`src/rtl/rot_pkg.sv`:
```
// Shared types and constants for the rotary quadrature controller.
// Holds FSM state encoding, AB Gray codes and the step-size lookup.
package rot_pkg;

    localparam int STEP_W = 12;

    typedef enum logic [2:0] {
        ST_IDLE = 3'd0,
        ST_CW1  = 3'd1,
        ST_CW2  = 3'd2,
        ST_CW3  = 3'd3,
        ST_CCW1 = 3'd4,
        ST_CCW2 = 3'd5,
        ST_CCW3 = 3'd6,
        ST_COOL = 3'd7
    } rot_state_e;

    localparam logic [1:0] AB_REST = 2'b11;
    localparam logic [1:0] AB_10   = 2'b10;
    localparam logic [1:0] AB_00   = 2'b00;
    localparam logic [1:0] AB_01   = 2'b01;

    function automatic logic [STEP_W-1:0] step_lookup(input logic [1:0] idx);
        logic [STEP_W-1:0] val;
        case (idx)
            2'd0:    val = 12'd1;
            2'd1:    val = 12'd10;
            2'd2:    val = 12'd100;
            2'd3:    val = 12'd1000;
            default: val = 12'd1;
        endcase
        return val;
    endfunction

endpackage

```
`src/rtl/rot_sync_debounce.sv`:
```
// Input synchroniser with optional stable-level filter and rising-edge pulse.
// DEB_CYC=0 gives a plain synchroniser (level follows the last flop).
module rot_sync_debounce #(
    parameter int   SYNC_STG = 3,
    parameter int   DEB_CYC  = 0,
    parameter logic LVL_RST  = 1'b1
) (
    input  logic Fg_clk,
    input  logic Resetn,
    input  logic raw,
    output logic level,
    output logic rise
);

    logic [SYNC_STG-1:0] sync_r;
    logic                sync_s;

    assign sync_s = sync_r[SYNC_STG-1];

    // Synchroniser chain, idles high
    always_ff @(posedge Fg_clk) begin
        if (!Resetn) begin
            sync_r <= '1;
        end else begin
            sync_r <= {sync_r[SYNC_STG-2:0], raw};
        end
    end

    if (DEB_CYC == 0) begin : g_raw
        logic prev_r;

        // Previous synchronised level for edge detection
        always_ff @(posedge Fg_clk) begin
            if (!Resetn) begin
                prev_r <= LVL_RST;
            end else begin
                prev_r <= sync_s;
            end
        end

        assign level = sync_s;
        assign rise  = sync_s & ~prev_r;
    end else begin : g_deb
        localparam int CW = (DEB_CYC > 1) ? $clog2(DEB_CYC) : 1;
        localparam logic [CW-1:0] CNT_LAST = CW'(DEB_CYC - 1);

        logic [CW-1:0] cnt_r;
        logic          level_r;
        logic          rise_r;

        // A new level is accepted only after DEB_CYC consecutive disagreeing samples
        always_ff @(posedge Fg_clk) begin
            if (!Resetn) begin
                cnt_r   <= '0;
                level_r <= LVL_RST;
                rise_r  <= 1'b0;
            end else if (sync_s != level_r) begin
                if (cnt_r == CNT_LAST) begin
                    cnt_r   <= '0;
                    level_r <= sync_s;
                    rise_r  <= sync_s;
                end else begin
                    cnt_r  <= cnt_r + 1'b1;
                    rise_r <= 1'b0;
                end
            end else begin
                cnt_r  <= '0;
                rise_r <= 1'b0;
            end
        end

        assign level = level_r;
        assign rise  = rise_r;
    end

endmodule

```
`src/rtl/rotary_quad_ctrl.sv`:
```
// Quadrature rotary-encoder front-panel controller: Gray-code tracking FSM,
// clamped step counter, debounced step-size button and rate-limited address publish.
module rotary_quad_ctrl
    import rot_pkg::*;
#(
    parameter int CNT_W      = 11,
    parameter int CNT_MAX    = 1800,
    parameter int CNT_MIN    = 0,
    parameter int HI_MODE    = 4,
    parameter int HI_MIN     = 800,
    parameter int NUM_STEPS  = 3,
    parameter int SYNC_STG   = 3,
    parameter int DEB_CYC    = 1024,
    parameter int COOL_CYC   = 256,
    parameter int UPD_PERIOD = 2400,
    parameter int DIR_INV    = 0
) (
    input  logic             Fg_clk,
    input  logic             Resetn,
    input  logic [2:0]       Mode,
    input  logic             Rot_A,
    input  logic             Rot_B,
    input  logic             Rot_C,
    output logic [CNT_W-1:0] address,
    output logic             FreqChng,
    output logic [1:0]       step_idx,
    output logic             quad_err
);

    localparam int COOL_W = $clog2(COOL_CYC + 1);
    localparam int UPD_W  = $clog2(UPD_PERIOD + 1);

    localparam logic [CNT_W:0]    MAX_X     = (CNT_W + 1)'(CNT_MAX);
    localparam logic [CNT_W:0]    MIN_X     = (CNT_W + 1)'(CNT_MIN);
    localparam logic [CNT_W:0]    HI_MIN_X  = (CNT_W + 1)'(HI_MIN);
    localparam logic [2:0]        HI_MODE_C = 3'(HI_MODE);
    localparam logic [1:0]        STEP_LAST = 2'(NUM_STEPS - 1);
    localparam logic [COOL_W-1:0] COOL_END  = COOL_W'(COOL_CYC);
    localparam logic [UPD_W-1:0]  UPD_END   = UPD_W'(UPD_PERIOD);

    logic a_s, b_s, c_level_s, c_rise_s;
    logic a_rise_s, b_rise_s;
    logic unused_sig_s;
    logic [1:0] ab_s;

    rot_state_e state_r, state_nx;
    logic illegal_s, cw_commit_s, ccw_commit_s, inc_s, dec_s;
    logic [COOL_W-1:0] cool_cnt_r;
    logic cool_done_s;

    logic [CNT_W-1:0] count_r, count_nx;
    logic [CNT_W:0]   count_ext_s, step_s, lo_s, sum_s, diff_s, floor_s;
    logic             hi_mode_s;

    logic [1:0]       step_idx_r;
    logic [UPD_W-1:0] upd_cnt_r;
    logic             change_s;
    logic [CNT_W-1:0] address_r;
    logic             freq_chng_r;
    logic             quad_err_r;

    rot_sync_debounce #(.SYNC_STG(SYNC_STG), .DEB_CYC(0), .LVL_RST(1'b1)) u_sync_a (
        .Fg_clk(Fg_clk), .Resetn(Resetn), .raw(Rot_A), .level(a_s), .rise(a_rise_s)
    );

    rot_sync_debounce #(.SYNC_STG(SYNC_STG), .DEB_CYC(0), .LVL_RST(1'b1)) u_sync_b (
        .Fg_clk(Fg_clk), .Resetn(Resetn), .raw(Rot_B), .level(b_s), .rise(b_rise_s)
    );

    // Button filter level starts released so the idle-high synchroniser cannot fake a press
    rot_sync_debounce #(.SYNC_STG(SYNC_STG), .DEB_CYC(DEB_CYC), .LVL_RST(1'b0)) u_deb_c (
        .Fg_clk(Fg_clk), .Resetn(Resetn), .raw(Rot_C), .level(c_level_s), .rise(c_rise_s)
    );

    assign unused_sig_s = a_rise_s ^ b_rise_s ^ c_level_s;
    assign ab_s         = {a_s, b_s};
    assign cool_done_s  = (cool_cnt_r >= COOL_END);

    // FSM state register
    always_ff @(posedge Fg_clk) begin
        if (!Resetn) begin
            state_r <= ST_IDLE;
        end else begin
            state_r <= state_nx;
        end
    end

    // Gray-code tracking: neighbour codes move, the opposite code is illegal
    always_comb begin
        state_nx     = state_r;
        illegal_s    = 1'b0;
        cw_commit_s  = 1'b0;
        ccw_commit_s = 1'b0;
        case (state_r)
            ST_IDLE: begin
                case (ab_s)
                    AB_10:   state_nx = ST_CW1;
                    AB_01:   state_nx = ST_CCW1;
                    AB_00:   begin illegal_s = 1'b1; state_nx = ST_COOL; end
                    default: state_nx = ST_IDLE;
                endcase
            end
            ST_CW1: begin
                case (ab_s)
                    AB_00:   state_nx = ST_CW2;
                    AB_REST: state_nx = ST_IDLE;
                    AB_01:   begin illegal_s = 1'b1; state_nx = ST_COOL; end
                    default: state_nx = ST_CW1;
                endcase
            end
            ST_CW2: begin
                case (ab_s)
                    AB_01:   state_nx = ST_CW3;
                    AB_10:   state_nx = ST_CW1;
                    AB_REST: begin illegal_s = 1'b1; state_nx = ST_COOL; end
                    default: state_nx = ST_CW2;
                endcase
            end
            ST_CW3: begin
                case (ab_s)
                    AB_REST: begin cw_commit_s = 1'b1; state_nx = ST_COOL; end
                    AB_00:   state_nx = ST_CW2;
                    AB_10:   begin illegal_s = 1'b1; state_nx = ST_COOL; end
                    default: state_nx = ST_CW3;
                endcase
            end
            ST_CCW1: begin
                case (ab_s)
                    AB_00:   state_nx = ST_CCW2;
                    AB_REST: state_nx = ST_IDLE;
                    AB_10:   begin illegal_s = 1'b1; state_nx = ST_COOL; end
                    default: state_nx = ST_CCW1;
                endcase
            end
            ST_CCW2: begin
                case (ab_s)
                    AB_10:   state_nx = ST_CCW3;
                    AB_01:   state_nx = ST_CCW1;
                    AB_REST: begin illegal_s = 1'b1; state_nx = ST_COOL; end
                    default: state_nx = ST_CCW2;
                endcase
            end
            ST_CCW3: begin
                case (ab_s)
                    AB_REST: begin ccw_commit_s = 1'b1; state_nx = ST_COOL; end
                    AB_00:   state_nx = ST_CCW2;
                    AB_01:   begin illegal_s = 1'b1; state_nx = ST_COOL; end
                    default: state_nx = ST_CCW3;
                endcase
            end
            ST_COOL: begin
                if (cool_done_s && (ab_s == AB_REST)) begin
                    state_nx = ST_IDLE;
                end else begin
                    state_nx = ST_COOL;
                end
            end
            default: state_nx = ST_IDLE;
        endcase
    end

    // Lockout timer: saturates at COOL_CYC, cleared on leaving COOL
    always_ff @(posedge Fg_clk) begin
        if (!Resetn) begin
            cool_cnt_r <= '0;
        end else if (state_r != ST_COOL) begin
            cool_cnt_r <= '0;
        end else if (state_nx != ST_COOL) begin
            cool_cnt_r <= '0;
        end else if (!cool_done_s) begin
            cool_cnt_r <= cool_cnt_r + 1'b1;
        end else begin
            cool_cnt_r <= cool_cnt_r;
        end
    end

    assign inc_s       = (DIR_INV != 0) ? ccw_commit_s : cw_commit_s;
    assign dec_s       = (DIR_INV != 0) ? cw_commit_s : ccw_commit_s;
    assign hi_mode_s   = (Mode == HI_MODE_C);
    assign count_ext_s = {1'b0, count_r};
    assign step_s      = (CNT_W + 1)'(step_lookup(step_idx_r));
    assign lo_s        = hi_mode_s ? HI_MIN_X : MIN_X;
    assign sum_s       = count_ext_s + step_s;
    assign diff_s      = count_ext_s - step_s;
    assign floor_s     = lo_s + step_s;

    // Clamped commit arithmetic; the restricted-range floor overrides any commit
    always_comb begin
        count_nx = count_r;
        if (hi_mode_s && (count_ext_s < HI_MIN_X)) begin
            count_nx = HI_MIN_X[CNT_W-1:0];
        end else if (inc_s) begin
            if (sum_s > MAX_X) begin
                count_nx = MAX_X[CNT_W-1:0];
            end else begin
                count_nx = sum_s[CNT_W-1:0];
            end
        end else if (dec_s) begin
            if (count_ext_s < floor_s) begin
                count_nx = lo_s[CNT_W-1:0];
            end else begin
                count_nx = diff_s[CNT_W-1:0];
            end
        end else begin
            count_nx = count_r;
        end
    end

    // Count, step index and error pulse registers
    always_ff @(posedge Fg_clk) begin
        if (!Resetn) begin
            count_r    <= '0;
            step_idx_r <= 2'd0;
            quad_err_r <= 1'b0;
        end else begin
            count_r    <= count_nx;
            quad_err_r <= illegal_s;
            if (c_rise_s) begin
                step_idx_r <= (step_idx_r == STEP_LAST) ? 2'd0 : step_idx_r + 2'd1;
            end else begin
                step_idx_r <= step_idx_r;
            end
        end
    end

    assign change_s = (upd_cnt_r == UPD_END);

    // Publish the count at a fixed rate, flagging real changes
    always_ff @(posedge Fg_clk) begin
        if (!Resetn) begin
            upd_cnt_r   <= '0;
            address_r   <= '0;
            freq_chng_r <= 1'b0;
        end else begin
            freq_chng_r <= change_s && (address_r != count_r);
            if (change_s) begin
                upd_cnt_r <= '0;
                address_r <= count_r;
            end else begin
                upd_cnt_r <= upd_cnt_r + 1'b1;
                address_r <= address_r;
            end
        end
    end

    assign address  = address_r;
    assign FreqChng = freq_chng_r;
    assign step_idx = step_idx_r;
    assign quad_err = quad_err_r;

endmodule

```
`config.mk`:
```
export PLATFORM = sky130hd
export DESIGN_NAME = rotary_quad_ctrl
export DESIGN_NICKNAME = d
export VERILOG_FILES = /design/src/rtl/rot_pkg.sv /design/src/rtl/rot_sync_debounce.sv /design/src/rtl/rotary_quad_ctrl.sv
export SDC_FILE = /design/constraint.sdc
export NUM_CORES = 1
export LEC_CHECK = 0
export CELL_PAD_IN_SITES_DETAIL_PLACEMENT = 0
export CELL_PAD_IN_SITES_GLOBAL_PLACEMENT = 2
export CORE_ASPECT_RATIO = 0.9
export CORE_UTILIZATION = 35
export CTS_CLUSTER_SIZE = 30
export DETAILED_ROUTE_END_ITERATION = 8
export HOLD_SLACK_MARGIN = 0.12
export PLACE_DENSITY = 0.81
export REMOVE_ABC_BUFFERS = 1
export SLEW_MARGIN = 25
export SYNTH_ARGS = -nofsm -noshare
export SYNTH_HDL_FRONTEND = slang
export SYNTH_HIERARCHICAL = 1
export SYNTH_SLANG_ARGS = --single-unit
```
`constraint.sdc`:
```
create_clock -name Fg_clk -period 9.6 [get_ports Fg_clk]
set_clock_uncertainty 0.15 [all_clocks]
set_input_delay 2.4 -clock Fg_clk [delete_from_list [all_inputs] [get_ports Fg_clk]]
set_output_delay 2.4 -clock Fg_clk [all_outputs]
set_load 0.02 [all_outputs]
```
# Word-level counts from Yosys, hierarchy flattened
# Cells that the tools add are included.
# totals
input_bits	8
out_inout_bits	15
ff_bits	71
wordCells	91
# classes
bitwise	2
n_lt_le_gt_ge	4
n_eq_ne	20
reduce_logical	19
addsub	7
n_mux	24
# ops
op	count
$pmux 12 s4	1
$mux 11	4
$pmux 3 s3	4
$pmux 3 s8	1
$mux 10	2
$eq 3x3->1 const B	5
$reduce_or 2->1	7
$add 10x12->12	1
$add 11x12->12	1
$add 12x1->12 const B	1
$eq 12x12->1 const B	1
$gt 12x11->1 const B	1
$lt 11x12->1	1
$lt 11x10->1 const B	1
$ne 11x11->1	1
$sub 11x11->11	1
$add 10x1->10 const B	1
$eq 10x10->1 const B	1
$add 9x1->9 const B	1
$ge 9x9->1 const B	1
$eq 2x2->1 const B	4
$eq 3x2->1 const B	2
$mux 1	6
$ne 3x3->1 const B	2
19 further kinds	25

# Depth between registers and ports, before layout
# depth
ltp_word	8
ltp_mapped	13
mapped_depth_nobuf	12

# Modules after synthesis
# The synthesis kept the hierarchy.
# by_module_without_submodules
module	area_each_um2	cells_each	n_inst	seq_area_each_um2
rotary_quad_ctrl	3976.3	494	1	1001.0
rot_sync_debounce (u_deb_c)	599.3	60	1	300.3
rot_sync_debounce (u_sync_a ...)	118.9	9	2	80.1

# Least setup slack after synthesis
# No wires, ideal clock.
# synth_timing
path_type	input-to-reg
start	in Mode[1]
end	reg count_r[4]
path_slack_ps	4698
t_required_ps	9325
path_buffers	1
arrival_ps	4627
path_stages	11
setup_ps	125
cell_sequence	nor3b_1 > inv_1 > ha_1 > ha_1 > a2111oi_0 > o211a_1 > nor2_1 > clkbuf_1 > a21o_1 > a32oi_1 > o32ai_1
# synth_between
elab_chain_cells	7
word_cells_on_any_way	9
classes_between	1 x add/sub; 1 x order compare; 1 x eq/ne; 4 x mux; 2 x reduce/logical
# synth_rtl
element	line	rtl
start, declared	rotary_quad_ctrl.sv:20	input logic [2:0] Mode,
$eq 3x3->1 *	rotary_quad_ctrl.sv:179	assign hi_mode_s = (Mode == HI_MODE_C);
$mux 10	rotary_quad_ctrl.sv:182	assign lo_s = hi_mode_s ? HI_MIN_X : MIN_X;
$add 10x12->12	rotary_quad_ctrl.sv:185	assign floor_s = lo_s + step_s;
$lt 11x12->1	rotary_quad_ctrl.sv:199	if (count_ext_s < floor_s) begin
$mux 11	rotary_quad_ctrl.sv:199	
$mux 11	rotary_quad_ctrl.sv:198	end else if (dec_s) begin
$mux 11	rotary_quad_ctrl.sv:192	end else if (inc_s) begin
end signal, assigned	rotary_quad_ctrl.sv:216	count_r <= count_nx;
end, declared	rotary_quad_ctrl.sv:51	logic [CNT_W-1:0] count_r, count_nx;
# Mark *: on every way between the ends. The rest lies on a longest branch, timed or not. The select of a mux whose other input is x is not followed.
# A chain may end at the register's enable or synchronous reset.

# Worst setup path after layout
# layout_timing
start	in Mode[2]
end	reg count_r[10]
# Same word-level chain as after synthesis.

==> summary.md <==
| Metric | Value |
|---|---|
| CP Max Fanout | 12 |
| Share of power burned in registers | 44.4% |
| Worst hold path depth | 1 |
| Lkg Pwr | 2.14 nW |
| GR Overflow Total | 0 |
| Peak supply drop | 93.7 uV |
| Hold Startpoint | u_sync_a/sync_r[1] |
| Initial antenna violation count | 0 |
| DRT Pass-1 Iters | 4 |
| Clk buf depth | 2 |
| DP Wirelength | 8360 um |
| Peak Freq | 172 MHz |
| RSZ-0062 raised after global routing | no |
| Max-cap viol count | 0 |
| Dpl cell area | 0.00507 mm2 |
| Clk_lat worst skew | 0.33 ns |
| Global-route wire length before repair | 18700 um |
| Final-stage net count | 624 |
| Worst EP arrival | 5.91 ns |
| DRC violations left | 0 |
| Final Max Slew Viols | 0 |
| # resized after CTS | 0 |
| Vias | 3986 |
| Switching share of power | 22.3% |
| Chip width | 125 um |
| Largest net degree at the start of global routing | 40 |
| Global-route usage over all layers | 16.6% |
| CTS root buf | clkbuf_16 |
| Fin area | 0.00538 mm2 |
| Die ar. | 0.0140 mm2 |
| Clk network pwr share | 49.4% |
| I/O pin cnt | 23 |
| CP Capture Type | register |
| Site Rows | 39 |
| # setup viols final | 0 |
| Core area | 0.0129 mm2 |
| Post-Route WL | 11200 um |
| Critical path class | in2reg |
| Slew @ Worst Pin | 0.846 ns |
| Syn avg cell area | 8.36 um2 |
| Period utilization | 60.5% |
| Power consumption | 0.685 mW |
| CTS Sinks | 71 |
| CTS tree | done |
| Via density | 5.35 |
| Drt wl/cell | 15.1 um |
| Global placement routability congestion | 0.795 |
| Sw Pwr | 0.153 mW |
| Area of the multi-input gates | 0.00310 mm2 |
| R2R setup slack | 5.91 ns |
| Cells after synthesis | 566 |
| WP data required | 9.70 ns |
| Setup tns final | 0 ns |
| Critical register-to-register path startpoint | step_idx[1] |
| CTS buffer count | 9 |
| Power Density | 127 mW/mm2 |
| Crit path from | Mode[2] |
| Hold-fix buffers, CTS | 0 |
| Initial Util | 36.6% |
| FF/Latch Area | 0.00142 mm2 |
| Share of cells above drive strength 1 | 6.54% |
| Fillers | 1296 |
| Die Ht | 112 um |
| Launching element type of the critical path | input pin |
| Routed Antenna Nets | 0 |
| Final hold violation count | 0 |
| Hold crit path type | reg2reg |
| Synthesis Warnings | 6 |
| Setup Slack @ Placement | 3.48 ns |
| Number of global-route vias before repair | 3624 |
| Layout Area Growth over Synthesis | 13.7% |
| P_int | 0.532 mW |
| Initial DRC count | 180 |
| Setup bufs post-CTS | 0 |
| Hold EP | u_sync_a/sync_r[2] |
| # H-tree levels | 3 |
| Final min period | 5.81 ns |
| Final Worst Setup Slack | 3.79 ns |
| PortBufs | 22 |
| ANT cells | 0 |
| Slew Limit Headroom | 43.4% |
| Capturing point of the worst reg2reg path | count_r[10] |
| R2R depth | 11 |
| Combinational fraction of design power | 6.1% |
| Status | finished clean |
| Syn Std Cell Area | 0.00473 mm2 |
| Clock transition at path regs | 0.06 ns |
## registers in the layout, summed over array words and instances, names as in the netlist
register             count
u_deb_c/g_deb.cnt_r     10
state_r                  3
u_deb_c/rise             1
cool_cnt_r               9
u_deb_c/sync_r           3
u_sync_b/sync_r          3
step_idx                 2
quad_err                 1
FreqChng                 1
address                 11
count_r                 11
u_deb_c/level            1
upd_cnt_r               12
u_sync_a/sync_r          3
## how the worst max path moves through the flow
stage | to | slack [ns] | cells past startpoint
floorplan | count_r[10] | 4.51 | 11
global placement | count_r[10] | 3.67 | 12
global route | count_r[10] | 3.47 | 12
detailed placement | count_r[10] | 3.48 | 12
CTS | count_r[10] | 3.81 | 12
finish | count_r[10] | 3.79 | 12
## power groups by stage
stage	sequential (mW)	clock, mW	combinational, mW
final	0.304	0.338	0.0421
after global routing	0.305	0.362	0.0474
after CTS	0.304	0.348	0.0420
after detailed placement	0.311	0	0.0418
after global placement	0.311	0	0.0410
after floorplan	0.309	0	0.0290
## cells in the final DEF (no fill, tap or decap), drive strengths merged, types with 19 or more instances in the layout
| cell type | n |
|---|---|
| dfxtp | 71 |
| nor2 | 51 |
| ha | 38 |
| nand2 | 38 |
| a21oi | 33 |
| inv | 30 |
| o21ai | 27 |
| nand3 | 23 |
| xnor2 | 22 |
| clkdlybuf4s50 | 22 |
| nor2b | 21 |
| xor2 | 19 |
## metrics by stage
step,hold slack [ns],instances,utilization [%]
floorplan,0.236,541,-
global placement,0.237,729,39.2
detailed placement,0.242,729,39.2
CTS,0.256,745,41.6
global route,0.273,745,41.6
finish,0.251,745,41.6
## final cells by class
cell class              count  area share, %
clock inverters             5           1.05
multi-input cells         440           57.6
flip-flops and latches     71           26.4
repair buffers             24           4.37
inverters                  30           2.09
clock buffers              11           4.70
well taps                 164           3.81
## critical path: stages
cell,delay (ns)
clkdlybuf4s50_1,0.45
nor3b_1,0.59
ha_1,0.27
xor2_1,0.08
ha_1,0.30
and4_1,0.18
o21ai_0,0.10
o211a_1,0.24
nor2_1,0.65
nand2_1,0.11
or3_1,0.37
a31oi_1,0.17
## per-layer routing
metal	vias up	share of wire (%)	global-route usage, %
met5	-	0	0
met4	0	0.54	3.61
met3	6	5.2	3.86
met2	77	44	25.9
met1	1857	50	23.2
li1	2046	-	-
No activity file was read; power rests on OpenSTA's default activity.
